===== src/rtl/icache_pkg.sv =====
// Shared types and width helpers for the direct-mapped instruction cache.
// Byte address layout: [tag | index | word offset | 2-bit byte offset].
package icache_pkg;

  typedef enum logic [1:0] {
    IDLE   = 2'd0,
    REQ    = 2'd1,
    REFILL = 2'd2
  } icache_state_e;

  // Bits selecting a word inside a line
  function automatic int offset_w(input int words_per_line);
    return $clog2(words_per_line);
  endfunction

  // Bits selecting a line
  function automatic int index_w(input int lines);
    return $clog2(lines);
  endfunction

  // Whatever is left above index and word offset
  function automatic int tag_w(input int addr_w, input int lines, input int words_per_line);
    return addr_w - 2 - $clog2(lines) - $clog2(words_per_line);
  endfunction

endpackage


===== src/rtl/icache_data_ram.sv =====
// Instruction data storage: LINES x WORDS_PER_LINE words, one synchronous
// write port fed by refill beats, one asynchronous read port for hits.
// Contents are not reset; the valid bits in icache_dm guard stale data.
module icache_data_ram
  import icache_pkg::*;
#(
  parameter int LINES          = 16,
  parameter int WORDS_PER_LINE = 4,
  parameter int DATA_W         = 32
) (
  input  logic                                clk,
  input  logic                                wr_en,
  input  logic [index_w(LINES)-1:0]           wr_index,
  input  logic [offset_w(WORDS_PER_LINE)-1:0] wr_word,
  input  logic [DATA_W-1:0]                   wr_data,
  input  logic [index_w(LINES)-1:0]           rd_index,
  input  logic [offset_w(WORDS_PER_LINE)-1:0] rd_word,
  output logic [DATA_W-1:0]                   rd_data
);

  logic [DATA_W-1:0] mem [LINES][WORDS_PER_LINE];

  // Each accepted refill beat lands in its slot of the line being filled
  always_ff @(posedge clk) begin
    if (wr_en) begin
      mem[wr_index][wr_word] <= wr_data;
    end
  end

  assign rd_data = mem[rd_index][rd_word];

endmodule


===== src/rtl/icache_dm.sv =====
// Direct-mapped instruction cache for the fetch stage. Hits are served
// combinationally; a miss stalls fetch, requests the line and refills it
// word by word. flush (fence.i) invalidates every line.
// Optional feature: define ICACHE_PERF_EN to add hit_cnt / miss_cnt.
// reset is asynchronous and active-low; while it is low every output reads 0.
module icache_dm
  import icache_pkg::*;
#(
  parameter int LINES          = 16,
  parameter int WORDS_PER_LINE = 4,
  parameter int ADDR_W         = 32,
  parameter int DATA_W         = 32
) (
  input  logic              clk,
  input  logic              reset,
  input  logic              fetch_valid,
  input  logic [ADDR_W-1:0] fetch_addr,
  input  logic              flush,
  output logic [DATA_W-1:0] instr,
  output logic              instr_valid,
  output logic              stall,
  output logic              mem_req_valid,
  input  logic              mem_req_ready,
  output logic [ADDR_W-1:0] mem_req_addr,
  input  logic              mem_rsp_valid,
  input  logic [DATA_W-1:0] mem_rsp_data
`ifdef ICACHE_PERF_EN
  ,
  output logic [31:0]       hit_cnt,
  output logic [31:0]       miss_cnt
`endif
);

  localparam int OFF_W  = offset_w(WORDS_PER_LINE);
  localparam int IDX_W  = index_w(LINES);
  localparam int TAG_W  = tag_w(ADDR_W, LINES, WORDS_PER_LINE);
  localparam int LINE_W = ADDR_W - 2 - OFF_W;
  localparam logic [OFF_W-1:0] LAST_BEAT = OFF_W'(WORDS_PER_LINE - 1);

  icache_state_e     state;
  logic [LINES-1:0]  valid;
  logic [TAG_W-1:0]  tags [LINES];
  logic [LINE_W-1:0] req_line;
  logic [OFF_W-1:0]  beat;
  logic              flush_pending;

  logic [OFF_W-1:0]  fetch_word;
  logic [IDX_W-1:0]  fetch_index;
  logic [TAG_W-1:0]  fetch_tag;
  logic [IDX_W-1:0]  req_index;
  logic [TAG_W-1:0]  req_tag;
  logic [DATA_W-1:0] rd_data;
  logic              hit;
  logic              idle_fetch;
  logic              hit_now;
  logic              miss_now;
  logic              last_beat;
  logic              unused_addr_bits;

  assign fetch_word       = fetch_addr[OFF_W+1:2];
  assign fetch_index      = fetch_addr[OFF_W+IDX_W+1:OFF_W+2];
  assign fetch_tag        = fetch_addr[ADDR_W-1:ADDR_W-TAG_W];
  assign unused_addr_bits = ^fetch_addr[1:0];

  assign req_index = req_line[IDX_W-1:0];
  assign req_tag   = req_line[LINE_W-1:IDX_W];

  assign hit        = valid[fetch_index] && (tags[fetch_index] == fetch_tag);
  assign idle_fetch = reset && (state == IDLE) && fetch_valid;
  assign hit_now    = idle_fetch && hit;
  assign miss_now   = idle_fetch && !hit;
  assign last_beat  = (state == REFILL) && mem_rsp_valid && (beat == LAST_BEAT);

  assign instr         = hit_now ? rd_data : '0;
  assign instr_valid   = hit_now;
  assign stall         = miss_now || (reset && (state != IDLE));
  assign mem_req_valid = reset && (state == REQ);
  assign mem_req_addr  = mem_req_valid ? {req_line, {(OFF_W + 2){1'b0}}} : '0;

  icache_data_ram #(
    .LINES          (LINES),
    .WORDS_PER_LINE (WORDS_PER_LINE),
    .DATA_W         (DATA_W)
  ) u_data_ram (
    .clk      (clk),
    .wr_en    ((state == REFILL) && mem_rsp_valid),
    .wr_index (req_index),
    .wr_word  (beat),
    .wr_data  (mem_rsp_data),
    .rd_index (fetch_index),
    .rd_word  (fetch_word),
    .rd_data  (rd_data)
  );

  // Miss handling: latch the line, request it, count beats until it is full
  always_ff @(posedge clk or negedge reset) begin
    if (!reset) begin
      state         <= IDLE;
      beat          <= '0;
      flush_pending <= 1'b0;
      req_line      <= '0;
    end else begin
      case (state)
        IDLE: begin
          if (miss_now) begin
            req_line <= fetch_addr[ADDR_W-1:OFF_W+2];
            state    <= REQ;
          end
        end
        REQ: begin
          if (flush) begin
            flush_pending <= 1'b1;
          end
          if (mem_req_ready) begin
            beat  <= '0;
            state <= REFILL;
          end
        end
        REFILL: begin
          if (flush) begin
            flush_pending <= 1'b1;
          end
          if (mem_rsp_valid) begin
            beat <= beat + OFF_W'(1);
            if (beat == LAST_BEAT) begin
              flush_pending <= 1'b0;
              state         <= IDLE;
            end
          end
        end
        default: state <= IDLE;
      endcase
    end
  end

  // Valid bits: set when a refill finishes, wiped by any flush seen so far
  always_ff @(posedge clk or negedge reset) begin
    if (!reset) begin
      valid <= '0;
    end else if ((state == IDLE) && flush) begin
      valid <= '0;
    end else if (last_beat) begin
      if (flush_pending || flush) begin
        valid <= '0;
      end else begin
        valid[req_index] <= 1'b1;
      end
    end
  end

  // Tag is written together with the final beat of the line
  always_ff @(posedge clk) begin
    if (last_beat) begin
      tags[req_index] <= req_tag;
    end
  end

`ifdef ICACHE_PERF_EN
  // Hit and miss event counters; they wrap and survive fence.i
  always_ff @(posedge clk or negedge reset) begin
    if (!reset) begin
      hit_cnt  <= '0;
      miss_cnt <= '0;
    end else begin
      if (hit_now) begin
        hit_cnt <= hit_cnt + 32'd1;
      end
      if (miss_now) begin
        miss_cnt <= miss_cnt + 32'd1;
      end
    end
  end
`endif

endmodule

===== config.mk =====
export PLATFORM = sky130hd
export DESIGN_NAME = icache_dm
export DESIGN_NICKNAME = d
export VERILOG_FILES = /design/src/rtl/icache_pkg.sv /design/src/rtl/icache_data_ram.sv /design/src/rtl/icache_dm.sv
export SDC_FILE = /design/constraint.sdc
export NUM_CORES = 2
export LEC_CHECK = 0
export CAP_MARGIN = 10
export CORE_MARGIN = 2
export CORE_UTILIZATION = 50
export CTS_BUF_LIST = sky130_fd_sc_hd__clkbuf_8 sky130_fd_sc_hd__clkbuf_16
export CTS_CLUSTER_SIZE = 25
export DETAILED_ROUTE_END_ITERATION = 16
export DONT_BUFFER_PORTS = 1
export MAX_ROUTING_LAYER = met4
export SLEW_MARGIN = 20
export SYNTH_ARGS = -nofsm -noshare
export SYNTH_HDL_FRONTEND = slang
export SYNTH_HIERARCHICAL = 1
export SYNTH_SLANG_ARGS = --single-unit

===== constraint.sdc =====
create_clock -name clk -period 5.8 [get_ports clk]
set_clock_uncertainty 0.1 [all_clocks]
set_input_delay 1.16 -clock clk [delete_from_list [all_inputs] [get_ports clk]]
set_output_delay 1.16 -clock clk [all_outputs]
set_load 0.1 [all_outputs]

Word level (Yosys, flattened, before mapping). Memory sizes are Yosys's and may differ from the RTL's. Index checks and enable logic that the tools add are counted.

$add $sub $neg: 1. Magnitude comparators: 6. Equal/unequal tests: 8. Mux-type cells: 30. Bitwise gates (word level): 3. Reduce and logical (&&, ||, !) cells: 22.

Operator list (count): 2-to-1 mux 32 bit (5); 2-to-1 mux 128 bit (1); binary-select mux 32 bit (select 2 bit) (1); demux 32 bit (select 2 bit) (1); 2-to-1 mux 16 bit (3); equality test 24 bit (1); bitwise OR 16 bit (1); logical AND 1 bit (12); 2-to-1 mux 2 bit (6); < comparator 4 x 5 -> 1 bit, second input constant (2); 2-to-1 mux 1 bit (8); greater-or-equal comparator 3 bit, second input constant (2); != test 2 bit, second input constant (3); NOT 2 -> 3 bit (2); one-hot mux 2 bit (3 select lines) (1); nonzero test 2 bit (3); binary-select mux 1 bit (select 4 bit) (1); demux 1 bit (select 4 bit) (1); equality test 2 bit, second input constant (2); greater-or-equal comparator 4 x 1 -> 1 bit, second input constant (1); one-hot mux 2 bit (2 select lines) (1); AND reduction 4 bit (1); < comparator 3 x 1 -> 1 bit, second input constant (1); AND reduction 3 bit (1); other kinds (8) (9).

Register bits: 49. Memory bits (writable): 2432. Word-level logic and storage cells: 77. Memories kept: 2.

Memory list: u_data_ram.mem (words 16, width 128, read ports 1, clocked after memory_dff 0, write ports 1, RTL line icache_data_ram.sv:21) `logic [DATA_W-1:0] mem [LINES][WORDS_PER_LINE];`; tags (words 16, width 24, read ports 1, clocked after memory_dff 0, write ports 1, RTL line icache_dm.sv:42) `logic [TAG_W-1:0] tags [LINES];`.

Longest topological paths before layout.
Word-level depth: 8. Mapped depth: 14.

Hierarchy. The synthesis kept the hierarchy.

By module, submodules not included: icache_data_ram (instances 1, cells each 3348, area each 77635.7 sq um, seq. area each 61499.0 sq um); icache_dm (instances 1, cells each 932, area each 17807.1 sq um, seq. area each 12757.2 sq um).

Least setup slack after synthesis. Ideal clock, no wire load.

Path kind: input-to-output. Start point: in fetch_addr[6]. End point: out stall. Arrival time: 4998 ps. Setup slack: -458 ps. Stages on the path: 10. Cell sequence: buf_2 -> buf_4 -> buf_2 -> mux4_2 -> nand2_1 -> a21oi_1 -> o311ai_1 -> or3_1 -> o31ai_1 -> a21boi_0.

Longest elaborated chain between the ends: 6. Elaborated cells on any way between the ends: 8. Those cells by class: eq/ne: 1; mux: 2; reduce/logical: 4; memory: 1.

Ends and longest elaborated chain: start: declaration (RTL line icache_dm.sv:17) `input logic [ADDR_W-1:0] fetch_addr,`; memory (16 x 24 bit) or binary-select mux 1 bit (select 4 bit) (tied branches); equality test 24 bit or 2-to-1 mux 1 bit (tied branches) (RTL line icache_dm.sv:68) `assign hit = valid[fetch_index] && (tags[fetch_index] == fetch_tag);`; logical AND 1 bit * (RTL line icache_dm.sv:68); logical NOT 1 bit * (RTL line icache_dm.sv:71) `assign miss_now = idle_fetch && !hit;`; logical AND 1 bit * (RTL line icache_dm.sv:71); logical OR 1 bit * (RTL line icache_dm.sv:76) `assign stall = miss_now || (reset && (state != IDLE));`; end: declaration (RTL line icache_dm.sv:21) `output logic stall,`.

Mark *: on every way between the ends. The rest lies on a longest branch, timed or not. The select of a mux whose other input is x is not followed.

Worst setup path in the final report.
Start point: in fetch_addr[6]. End point: out instr[13].

Longest elaborated chain between the ends: 5. Elaborated cells on any way between the ends: 11. Those cells by class: eq/ne: 1; mux: 6; reduce/logical: 2; memory: 2.

Ends and longest elaborated chain: memory (16 x 24 bit), or another cell as far along; equality test 24 bit, or another cell as far along (RTL line icache_dm.sv:68); logical AND 1 bit or 2-to-1 mux 32 bit (tied branches) (RTL line icache_dm.sv:68, icache_data_ram.sv:30); logical AND 1 bit or 2-to-1 mux 32 bit (tied branches) (RTL line icache_dm.sv:70, icache_data_ram.sv:30); 2-to-1 mux 32 bit * (RTL line icache_dm.sv:74) `assign instr = hit_now ? rd_data : '0;`; end: declaration (RTL line icache_dm.sv:19) `output logic [DATA_W-1:0] instr,`.

Marked as above.

==> flow_summary.json <==
{
  "num_rows": 160,
  "synthXorXnorAreaFrac_pct": 0.2937,
  "areaGrowthSynthToFinish_pct": 13.24,
  "crit_path_max_incr_delay_ns": 0.51,
  "synth_top_family_by_area": "multiplexers",
  "rsz0062_at_grt": "no",
  "dieArea_sq_mm": 0.1944,
  "yosysSeqAreaShare_pct": 77.80,
  "postRouteAntennaNets": 0,
  "async_reset_ff_share_pct": 1.975,
  "cap_violations": 0,
  "multi_input_area_sq_mm": 0.02058,
  "slew_violations": 53,
  "clk_latency_ns": 0.89,
  "initial_utilization_pct": 50.24,
  "p_total_w": 0.03805,
  "tightest_slew_ns": 1.584,
  "ys_types": 53,
  "fp.dieW_um": 440.9,
  "grtUsageTotal_pct": 26.15,
  "layout.nets": 4591,
  "gp_congestion": 0.7747,
  "synth.top_cells.by_area": "edfxtp_1 77%, mux4_2 14%, dfrtp_1 1.3%",
  "slew_headroom_pct": -5.603,
  "grt_max_degree": 440,
  "fill_cells": 13800,
  "syn_inst": 4280,
  "core_sq_mm": 0.1900,
  "cp.depth": 12,
  "viasPerCell": 6.343,
  "yosys.area.top_type": "edfxtp_1",
  "first_global_vias": 45550,
  "drc": 0,
  "hold_ws_ns": 0.2745,
  "status": "finished, violations left",
  "cts_tree": "yes",
  "htreeDepth": 4,
  "antenna_found_initial": 7,
  "ys_ff_latch": 2481,
  "drtPass1Iterations": 5,
  "clock_sinks": 2481,
  "fmax_mhz": 172.9,
  "drive_gt1_share_pct": 27.65,
  "path_clk_slew_ns": 0.06,
  "holdPathStages": 0,
  "yosysTopAreaCellShare_pct": 76.52,
  "ir_drop_mv": 0.2887,
  "path_common_cell": "buf_12",
  "avgSynthCellArea_sq_um": 22.30,
  "ctsRootBufferMaster": "clkbuf_16",
  "seq_area_sq_mm": 0.07426,
  "critPathArrivalTime_ns": 4.52,
  "power_density_mw_per_mm2": 352.1,
  "synth.most_common_cell": "edfxtp_1",
  "crit_path_end_kind": "output port",
  "syn_area_sq_mm": 0.09544,
  "hpwl_um": 131800,
  "synth_compound_area_share_pct": 2.423,
  "reg2reg_depth": 6,
  "numPortBuffers": 0,
  "cts_buffers": 241,
  "ctsLongestPathBuffers": 3,
  "io_pins": 137,
  "routedWlPerCell_um": 33.89,
  "critPathKind": "in -> out",
  "crit_buf_inv": 4,
  "grt_pass1_wl_um": 344600,
  "p_leak_nw": 34.35,
  "yosys.area_share.simple_pct": 1.974,
  "hold_violations": 0,
  "path_max_fanout": 310,
  "crit_slowest_cell": "or3_1",
  "synthAdderAreaFrac_pct": 0.06555,
  "grt_overflow": 0,
  "failed_checks": "slew limit",
  "vias": 45920,
  "critPathLaunchType": "input pin",
  "path_cells": "mux4_2, mux2i_1, mux2i_1, xnor2_1, buf_4, nand4_1, or3_1, nor4_4, buf_12, buf_12, and2_1, buf_12",
  "routed_wl_um": 245400,
  "required_ns": 4.54,
  "muxShareOfSynthArea_pct": 16.10,
  "drtIter0Drc": 5320,
  "post-route-period-util_pct": 99.70,
  "period_needed_ns": 5.783,
  "hold_path.class": "in -> reg",
  "fp.dieH_um": 440.9,
  "yosysWarnings": 6,
  "setup_viol": 0,
  "ys_top_cells_by_count": "2432 x edfxtp_1, 605 x mux4_2, 166 x nor2_1, 124 x a22oi_1, 117 x mux2i_1",
  "cp_top_family": "simple AND/OR/NAND/NOR gates",
  "yosys_most_used_dff": "edfxtp_1",
  "synth_edf_count": 2432
}
layout make-up:
cell class,count,share of cell area (%)
timing repair buffer,227,2.329
clock inverter,203,1.322
clock buffer,247,5.656
antenna,5,0.01158
tap,2511,2.907
multi-input combinational,1557,19.04
inverter,8,0.02778
sequential,2481,68.71
sequential cells by signal (all words and copies together), names as in the netlist:
signal          count
beat                2
flush_pending       1
req_line           28
state               2
tags              384
u_data_ram/mem   2048
valid              16
metrics by stage:
step	setup WS (ns)	instance area (sq um)	std cells	util, %	TNS, ns
6_report	0.01745	108100	7239	56.89	0
3_3_place_gp	-1.211	100200	6773	52.74	-18.24
3_5_place_dp	-1.251	100300	6775	52.77	-18.59
5_1_grt	0.01768	108100	7236	56.88	0
4_1_cts	0.08667	108000	7232	56.85	0
2_1_floorplan	0.1549	95450	4283	-	0
cells by family (layout without fill, tap and decap cells):
logic type,Yosys count,in the layout
compound gates,344,344
xor+xnor,32,32
fa+ha+maj,5,5
buf+inv,245,685
flops,2481,2481
mux,770,770
other cells,1,9
simple gates,402,402
repair_timing:
| action | CTS | global route |
|---|---|---|
| hold buffers | 2 | 0 |
| setup endpoints to repair | 32 | 12 |
| hold endpoints to repair | 49 | 0 |
| gates resized for setup | 1 | 2 |
| buffers inserted | 0 | 0 |
| gates cloned | 5 | 2 |
| pin swaps | 0 | 3 |
path summary, 6_finish.rpt:
kind                                        from                              end  slack, ns
max                                fetch_addr[6]                        instr[13]       0.02
min                             mem_rsp_data[14]  u_data_ram/mem[1][78]$_DFFE_PP_       0.27
max reg2reg                 state[0]$_DFFE_PN0P_   u_data_ram/mem[6][3]$_DFFE_PP_       1.89
min reg2reg                valid[14]$_DFFE_PN0P_            valid[14]$_DFFE_PN0P_       0.40
max in group asynchronous                  reset            valid[14]$_DFFE_PN0P_       4.57
min in group asynchronous                  reset         req_line[17]$_DFFE_PN0P_       0.74
layout by cell type, fill, tap and decap left out, types with 27 or more instances in the layout:
cell type,instances
nand2_1,85
a21oi_1,71
o221ai_1,27
mux2_2,39
clkinv_2,41
and2_1,36
edfxtp_1,2432
nor2_4,77
mux2i_1,117
dfrtp_1,49
a22oi_1,124
clkbuf_16,243
nor2_1,89
clkinv_1,52
mux4_2,605
and3_1,32
buf_12,36
inv_1,80
o22ai_1,89
buf_4,173
report_power, final:
group | internal, W | leakage, nW | switching [W] | total [W]
clock network | 0.00816 | 3.97 | 0.00668 | 0.0148
registers | 0.0203 | 22.5 | 0.000559 | 0.0209
logic | 0.000891 | 7.91 | 0.00144 | 0.00233
total | 0.0294 | 34.4 | 0.00867 | 0.0381
metal layers:
| layer | global-route usage [%] | wire (um) |
|---|---|---|
| met1 | 36.51 | 100800 |
| met2 | 41.02 | 121000 |
| met5 | - | 0 |
| met3 | 3.709 | 17650 |
| met4 | 6.903 | 5954 |
(Power assumes the default switching activity.)
